==> src/rtl/uart_rx_ctrl.sv <==
// UART receive-side controller: line-activity FSM, deferred receiver configuration,
// receive FIFO with parity tag, and sticky overrun / framing / character-timeout status.
module uart_rx_ctrl #(
  parameter int DATA_WIDTH    = 8,
  parameter int FIFO_DEPTH    = 4,
  parameter int TIMEOUT_TICKS = 64
) (
  input  logic                          rx_clk,
  input  logic                          rst,
  input  logic                          rx_tick,
  input  logic                          rx,
  input  logic                          rx_done,
  input  logic                          rx_framing_error,
  input  logic                          rx_parity_error,
  input  logic [DATA_WIDTH-1:0]         rx_data,
  input  logic                          cfg_wr,
  input  logic                          cfg_parity_en,
  input  logic                          cfg_odd_r_even,
  output logic                          parity_en,
  output logic                          odd_r_even_parity,
  output logic                          m_valid,
  output logic [DATA_WIDTH-1:0]         m_data,
  output logic                          m_perr,
  input  logic                          m_ready,
  output logic [$clog2(FIFO_DEPTH):0]   fifo_count,
  output logic                          overrun,
  output logic                          frame_err,
  output logic                          timeout,
  input  logic                          clr_status
);

  localparam int AW        = $clog2(FIFO_DEPTH);
  localparam int CW        = AW + 1;
  localparam int GUARD_MAX = 16 * (DATA_WIDTH + 3) - 1;
  localparam int GW        = $clog2(GUARD_MAX + 1);
  localparam int TW        = $clog2(TIMEOUT_TICKS + 1);
  localparam logic [GW-1:0] GUARD_LIM = GW'(GUARD_MAX);
  localparam logic [TW-1:0] TO_LIM    = TW'(TIMEOUT_TICKS);
  localparam logic [TW-1:0] TO_PRE    = TW'(TIMEOUT_TICKS - 1);
  localparam logic [CW-1:0] FULL_CNT  = CW'(FIFO_DEPTH);

  typedef enum logic [0:0] {LINE_IDLE = 1'b0, FRAME = 1'b1} line_state_t;

  line_state_t         state_r, state_next_s;
  logic [GW-1:0]       guard_r;
  logic                pend_r, pend_pe_r, pend_odd_r;
  logic [DATA_WIDTH:0] mem_r [FIFO_DEPTH];
  logic [AW-1:0]       wr_ptr_r, rd_ptr_r;
  logic [CW-1:0]       count_r;
  logic [TW-1:0]       to_cnt_r;
  logic                fe_d_r;
  logic                full_s, empty_s, push_s, pop_s;
  logic                ovr_set_s, fe_set_s, to_set_s, to_clr_s, to_inc_s;

  assign full_s    = (count_r == FULL_CNT);
  assign empty_s   = (count_r == {CW{1'b0}});
  assign pop_s     = m_ready && !empty_s;
  assign push_s    = rx_done && !rx_framing_error && (!full_s || pop_s);
  assign ovr_set_s = rx_done && !rx_framing_error && full_s && !pop_s;
  assign fe_set_s  = rx_framing_error && !fe_d_r;
  assign to_clr_s  = push_s || pop_s || empty_s;
  assign to_inc_s  = !to_clr_s && (state_r == LINE_IDLE) && rx_tick && (to_cnt_r != TO_LIM);
  assign to_set_s  = to_inc_s && (to_cnt_r == TO_PRE);

  assign m_valid    = !empty_s;
  assign m_data     = mem_r[rd_ptr_r][DATA_WIDTH-1:0];
  assign m_perr     = mem_r[rd_ptr_r][DATA_WIDTH];
  assign fifo_count = count_r;

  // Line state register
  always_ff @(posedge rx_clk) begin
    if (rst) state_r <= LINE_IDLE;
    else     state_r <= state_next_s;
  end

  // Line next-state: moves only on rx_tick cycles
  always_comb begin
    state_next_s = state_r;
    case (state_r)
      LINE_IDLE: begin
        if (rx_tick && !rx) state_next_s = FRAME;
        else                state_next_s = LINE_IDLE;
      end
      FRAME: begin
        if (rx_tick && (rx_done || (rx && guard_r == GUARD_LIM))) state_next_s = LINE_IDLE;
        else                                                     state_next_s = FRAME;
      end
      default: state_next_s = LINE_IDLE;
    endcase
  end

  // Guard counter held at zero while idle so every frame starts from zero
  always_ff @(posedge rx_clk) begin
    if (rst)                                guard_r <= '0;
    else if (state_r == LINE_IDLE)          guard_r <= '0;
    else if (rx_tick && guard_r != GUARD_LIM) guard_r <= guard_r + {{(GW-1){1'b0}}, 1'b1};
    else                                    guard_r <= guard_r;
  end

  // Configuration is staged and only applied between frames; a new write overrides the transfer
  always_ff @(posedge rx_clk) begin
    if (rst) begin
      pend_r            <= 1'b0;
      pend_pe_r         <= 1'b0;
      pend_odd_r        <= 1'b0;
      parity_en         <= 1'b0;
      odd_r_even_parity <= 1'b0;
    end else begin
      if (pend_r && state_r == LINE_IDLE) begin
        parity_en         <= pend_pe_r;
        odd_r_even_parity <= pend_odd_r;
        pend_r            <= 1'b0;
      end else begin
        parity_en         <= parity_en;
        odd_r_even_parity <= odd_r_even_parity;
      end
      if (cfg_wr) begin
        pend_r     <= 1'b1;
        pend_pe_r  <= cfg_parity_en;
        pend_odd_r <= cfg_odd_r_even;
      end else begin
        pend_pe_r  <= pend_pe_r;
        pend_odd_r <= pend_odd_r;
      end
    end
  end

  // Receive FIFO storage, pointers and occupancy
  always_ff @(posedge rx_clk) begin
    if (rst) begin
      for (int i = 0; i < FIFO_DEPTH; i++) mem_r[i] <= '0;
      wr_ptr_r <= '0;
      rd_ptr_r <= '0;
      count_r  <= '0;
    end else begin
      if (push_s) begin
        mem_r[wr_ptr_r] <= {rx_parity_error, rx_data};
        wr_ptr_r        <= wr_ptr_r + {{(AW-1){1'b0}}, 1'b1};
      end else begin
        wr_ptr_r <= wr_ptr_r;
      end
      if (pop_s) rd_ptr_r <= rd_ptr_r + {{(AW-1){1'b0}}, 1'b1};
      else       rd_ptr_r <= rd_ptr_r;
      case ({push_s, pop_s})
        2'b10:   count_r <= count_r + {{(CW-1){1'b0}}, 1'b1};
        2'b01:   count_r <= count_r - {{(CW-1){1'b0}}, 1'b1};
        default: count_r <= count_r;
      endcase
    end
  end

  // Character timeout counter and sticky status; a set event beats clr_status
  always_ff @(posedge rx_clk) begin
    if (rst) begin
      to_cnt_r  <= '0;
      fe_d_r    <= 1'b0;
      overrun   <= 1'b0;
      frame_err <= 1'b0;
      timeout   <= 1'b0;
    end else begin
      if (to_clr_s)      to_cnt_r <= '0;
      else if (to_inc_s) to_cnt_r <= to_cnt_r + {{(TW-1){1'b0}}, 1'b1};
      else               to_cnt_r <= to_cnt_r;
      fe_d_r    <= rx_framing_error;
      overrun   <= (overrun   && !clr_status) || ovr_set_s;
      frame_err <= (frame_err && !clr_status) || fe_set_s;
      timeout   <= (timeout   && !clr_status) || to_set_s;
    end
  end

endmodule
==> config.mk <==
export PLATFORM = sky130hd
export DESIGN_NAME = uart_rx_ctrl
export DESIGN_NICKNAME = d
export VERILOG_FILES = /design/src/rtl/uart_rx_ctrl.sv
export SDC_FILE = /design/constraint.sdc
export NUM_CORES = 1
export LEC_CHECK = 0
export ABC_AREA = 1
export ABC_CLOCK_PERIOD_IN_PS = 2700
export CAP_MARGIN = 20
export CORE_MARGIN = 2
export CORE_UTILIZATION = 55
export CTS_CLUSTER_DIAMETER = 100
export DETAILED_ROUTE_END_ITERATION = 16
export MAX_ROUTING_LAYER = met4
export PLACE_DENSITY = 0.79
export SYNTH_ARGS = -nofsm -noshare
export SYNTH_HDL_FRONTEND = slang
export SYNTH_SLANG_ARGS = --single-unit
==> constraint.sdc <==
create_clock -name rx_clk -period 2.7 [get_ports rx_clk]
set_input_delay 0.675 -clock rx_clk [delete_from_list [all_inputs] [get_ports rx_clk]]
set_output_delay 0.675 -clock rx_clk [all_outputs]
set_load 0.02 [all_outputs]
==> impl_metrics.toml <==
[run_status]
outcome = "finished, final reports clean"

[placed_design]
io_buffer_count = 37
hpwl_um = 4610
pre_cts_ws_ns = 0.142
place_congestion = 0.848
placed_cells = 485

[cts]
cts_root_buf = "clkbuf_8"
cts-buffers-inserted = 9
tritoncts = "built"
clock_path_buffers = 2
htreeDepth = 3
cts.clk_slew.worst_paths_ns = 0.07
cts_sinks = 70
cts_setup_buffers = 0
clock_latency_ns = 0.34

[worst_setup_path]
cp-end-kind = "output port"
crit_arrival_ns = 1.91
cp_slowest_cell = "clkdlybuf4s50_1"
critPathBufInv = 1
cp_cell_sequence = "o21ai_0, o22ai_1, clkdlybuf4s50_1"
path_max_fanout = 10
max_stage_delay_ns = 0.64
critPathKind = "reg2out"
critPathTopFamily = "buffers and inverters"
start_kind = "flip-flop"
required_ns = 2.03

[layout]
num-fill-cells = 449
fin_nets = 449
insertedDiodeCount = 0
synthToLayoutAreaGrowth_pct = 21.4
mostFrequentLayoutCells = "nor2_1, nand2_1, inv_1"
final_common_cell = "nor2_1"
drive_above_1_share_pct = 9.09
layoutNonFillerInstCount = 501

[floorplanning]
num_rows = 27
core_area_um2 = 5540
io_pins = 38
die_area_um2 = 6420
die_h_um = 80.1
start_util_pct = 57.5
dieWidth_um = 80.1

[power]
clkPwrFrac_pct = 25.8
power_density_nw_per_um2 = 716
p_leak_nw = 1.57
swShare_pct = 32.3
pwr-share-seq_pct = 44.6
p_comb_share_pct = 29.5
p_int_mw = 1.88
vdd.ir_drop.worst_uv = 444
power_mw = 2.77
p_switching_mw = 0.894

[synth]
synthFlopType = "edfxtp_1"
async_flop_share_pct = 0
synth_edf_count = 36
syn_nets = 395
syn-cell-area_um2 = 3190
ys_types = 28
ys_ff_latch = 70
ys.warnings.count = 0
synth.avg_cell_area_um2 = 8.62
synthCells = 370
seq_area_frac_synth_pct = 55.3

[timing]
fin_crit_ns = 2.58
tightest_slew_ns = 0.699
worst_clock_skew_ns = 0.00737
finalHoldViolations = 0
setup-violations-final = 0
fin_tns_setup_ns = 0
rsz0062_at_grt = "no"
slew_headroom_pct = 53.0
slew_viol_final = 0
timing.final.crit_share_pct = 95.6
layout_setup_ws_ns = 0.117
max_freq_mhz = 387

[drt]
finalWirelength_um = 6610
wire_per_inst_um = 13.2
vias = 2582
drt-vias-per-instance = 5.15
drtPass1Iterations = 4
drt-initial-drc-count = 179
drcViolationCount = 0
antenna_left = 0

[job]
max-cap-violations = 0

[worst_hold_path]
hp-class = "reg2reg"

[grt]
grt_pass1_vias = 2511
grt_use_total_pct = 23.5
grt_overflow = 0
grt_pass1_wl_um = 11000
antenna_found_initial = 0
grt_max_degree = 19
## flip-flops by register name, summed over array words and instances, names as in the netlist, named ones only
register           cells
fe_d_r                 1
state_r                1
mem_r                 36
fifo_count             3
timeout                1
rd_ptr_r               2
pend_r                 1
pend_pe_r              1
wr_ptr_r               2
guard_r                8
to_cnt_r               7
odd_r_even_parity      1
frame_err              1
overrun                1
pend_odd_r             1
parity_en              1
## stage by stage
step	utilization, %	hold WS, ns	area (um^2)
2_1_floorplan	-	0.400	3190
3_3_place_gp	66.8	0.410	3700
3_5_place_dp	66.8	0.425	3700
4_1_cts	69.9	0.428	3870
5_1_grt	69.9	0.442	3870
6_report	69.9	0.426	3870
## area by class of cell
type | count | area, um^2 | area share [%]
sequential | 70 | 1760 | 45.5
tap | 72 | 90.1 | 2.33
clock buffer | 11 | 141 | 3.65
multi-input combinational | 240 | 1190 | 30.7
timing repair buffer | 49 | 460 | 11.9
clock inverter | 5 | 25.0 | 0.647
inverter | 54 | 203 | 5.24
## synth_stat cells (2+ instances only)
master / count / area (um^2)
a21oi_1: 18 / 90.1
buf_2: 4 / 20.0
clkinv_1: 2 / 7.51
dfxtp_1: 34 / 681
edfxtp_1: 36 / 1080
ha_1: 4 / 50.1
inv_1: 52 / 195
nand2_1: 57 / 214
nand2_2: 7 / 43.8
nand3_1: 9 / 45.0
nand4_1: 6 / 37.5
nor2_1: 74 / 278
nor2_4: 3 / 33.8
nor3_1: 3 / 15.0
o21ai_0: 35 / 175
o22ai_1: 10 / 62.6
o31ai_1: 3 / 22.5
xor2_1: 3 / 26.3
## power groups by stage
stage | registers (mW) | logic [mW] | clock network [mW]
2_1_floorplan | 1.27 | 0.468 | 0
3_3_place_gp | 1.26 | 0.795 | 0
3_5_place_dp | 1.26 | 0.814 | 0
4_1_cts | 1.24 | 0.819 | 0.731
5_1_grt | 1.24 | 0.890 | 0.772
6_report | 1.24 | 0.818 | 0.715
## logic make-up (layout without fill, tap and decap cells)
kind of cell / count (synthesis) / in the layout / synth area share [%]
AO/OA/AOI/OAI: 68 / 68 / 11.4
XOR/XNOR: 4 / 4 / 1.10
adder cells (fa/ha/maj): 5 / 5 / 2.20
buffers and inverters: 60 / 119 / 7.46
flip-flops: 70 / 70 / 55.3
AND/OR/NAND/NOR: 163 / 163 / 22.6
## final timing paths
kind / start / slack (ns) / cells after the start / endpoint
worst max-delay path: flip-flop / 0.12 / 3 / m_data[0]
worst min-delay path: fe_d_r / 0.43 / 1 / frame_err
worst max register to register: fifo_count[0] / 0.94 / 5 / mem_r[3][8]
worst min register to register: fe_d_r / 0.43 / 1 / frame_err
## routing by layer
| metal | GRT usage [%] | up-vias | wire (um) |
|---|---|---|---|
| met4 | 13.1 | 0 | 102 |
| met3 | 4.27 | 11 | 389 |
| li1 | - | 1322 | - |
| met1 | 27.2 | 1163 | 2870 |
| met5 | - | - | 0 |
| met2 | 38.8 | 86 | 3250 |
## timing repair
item | CTS | global route
hold buffers | 0 | 0
resized for setup | 1 | 0
setup endpoints to repair | 2 | 0
(Power assumes the default switching activity.)
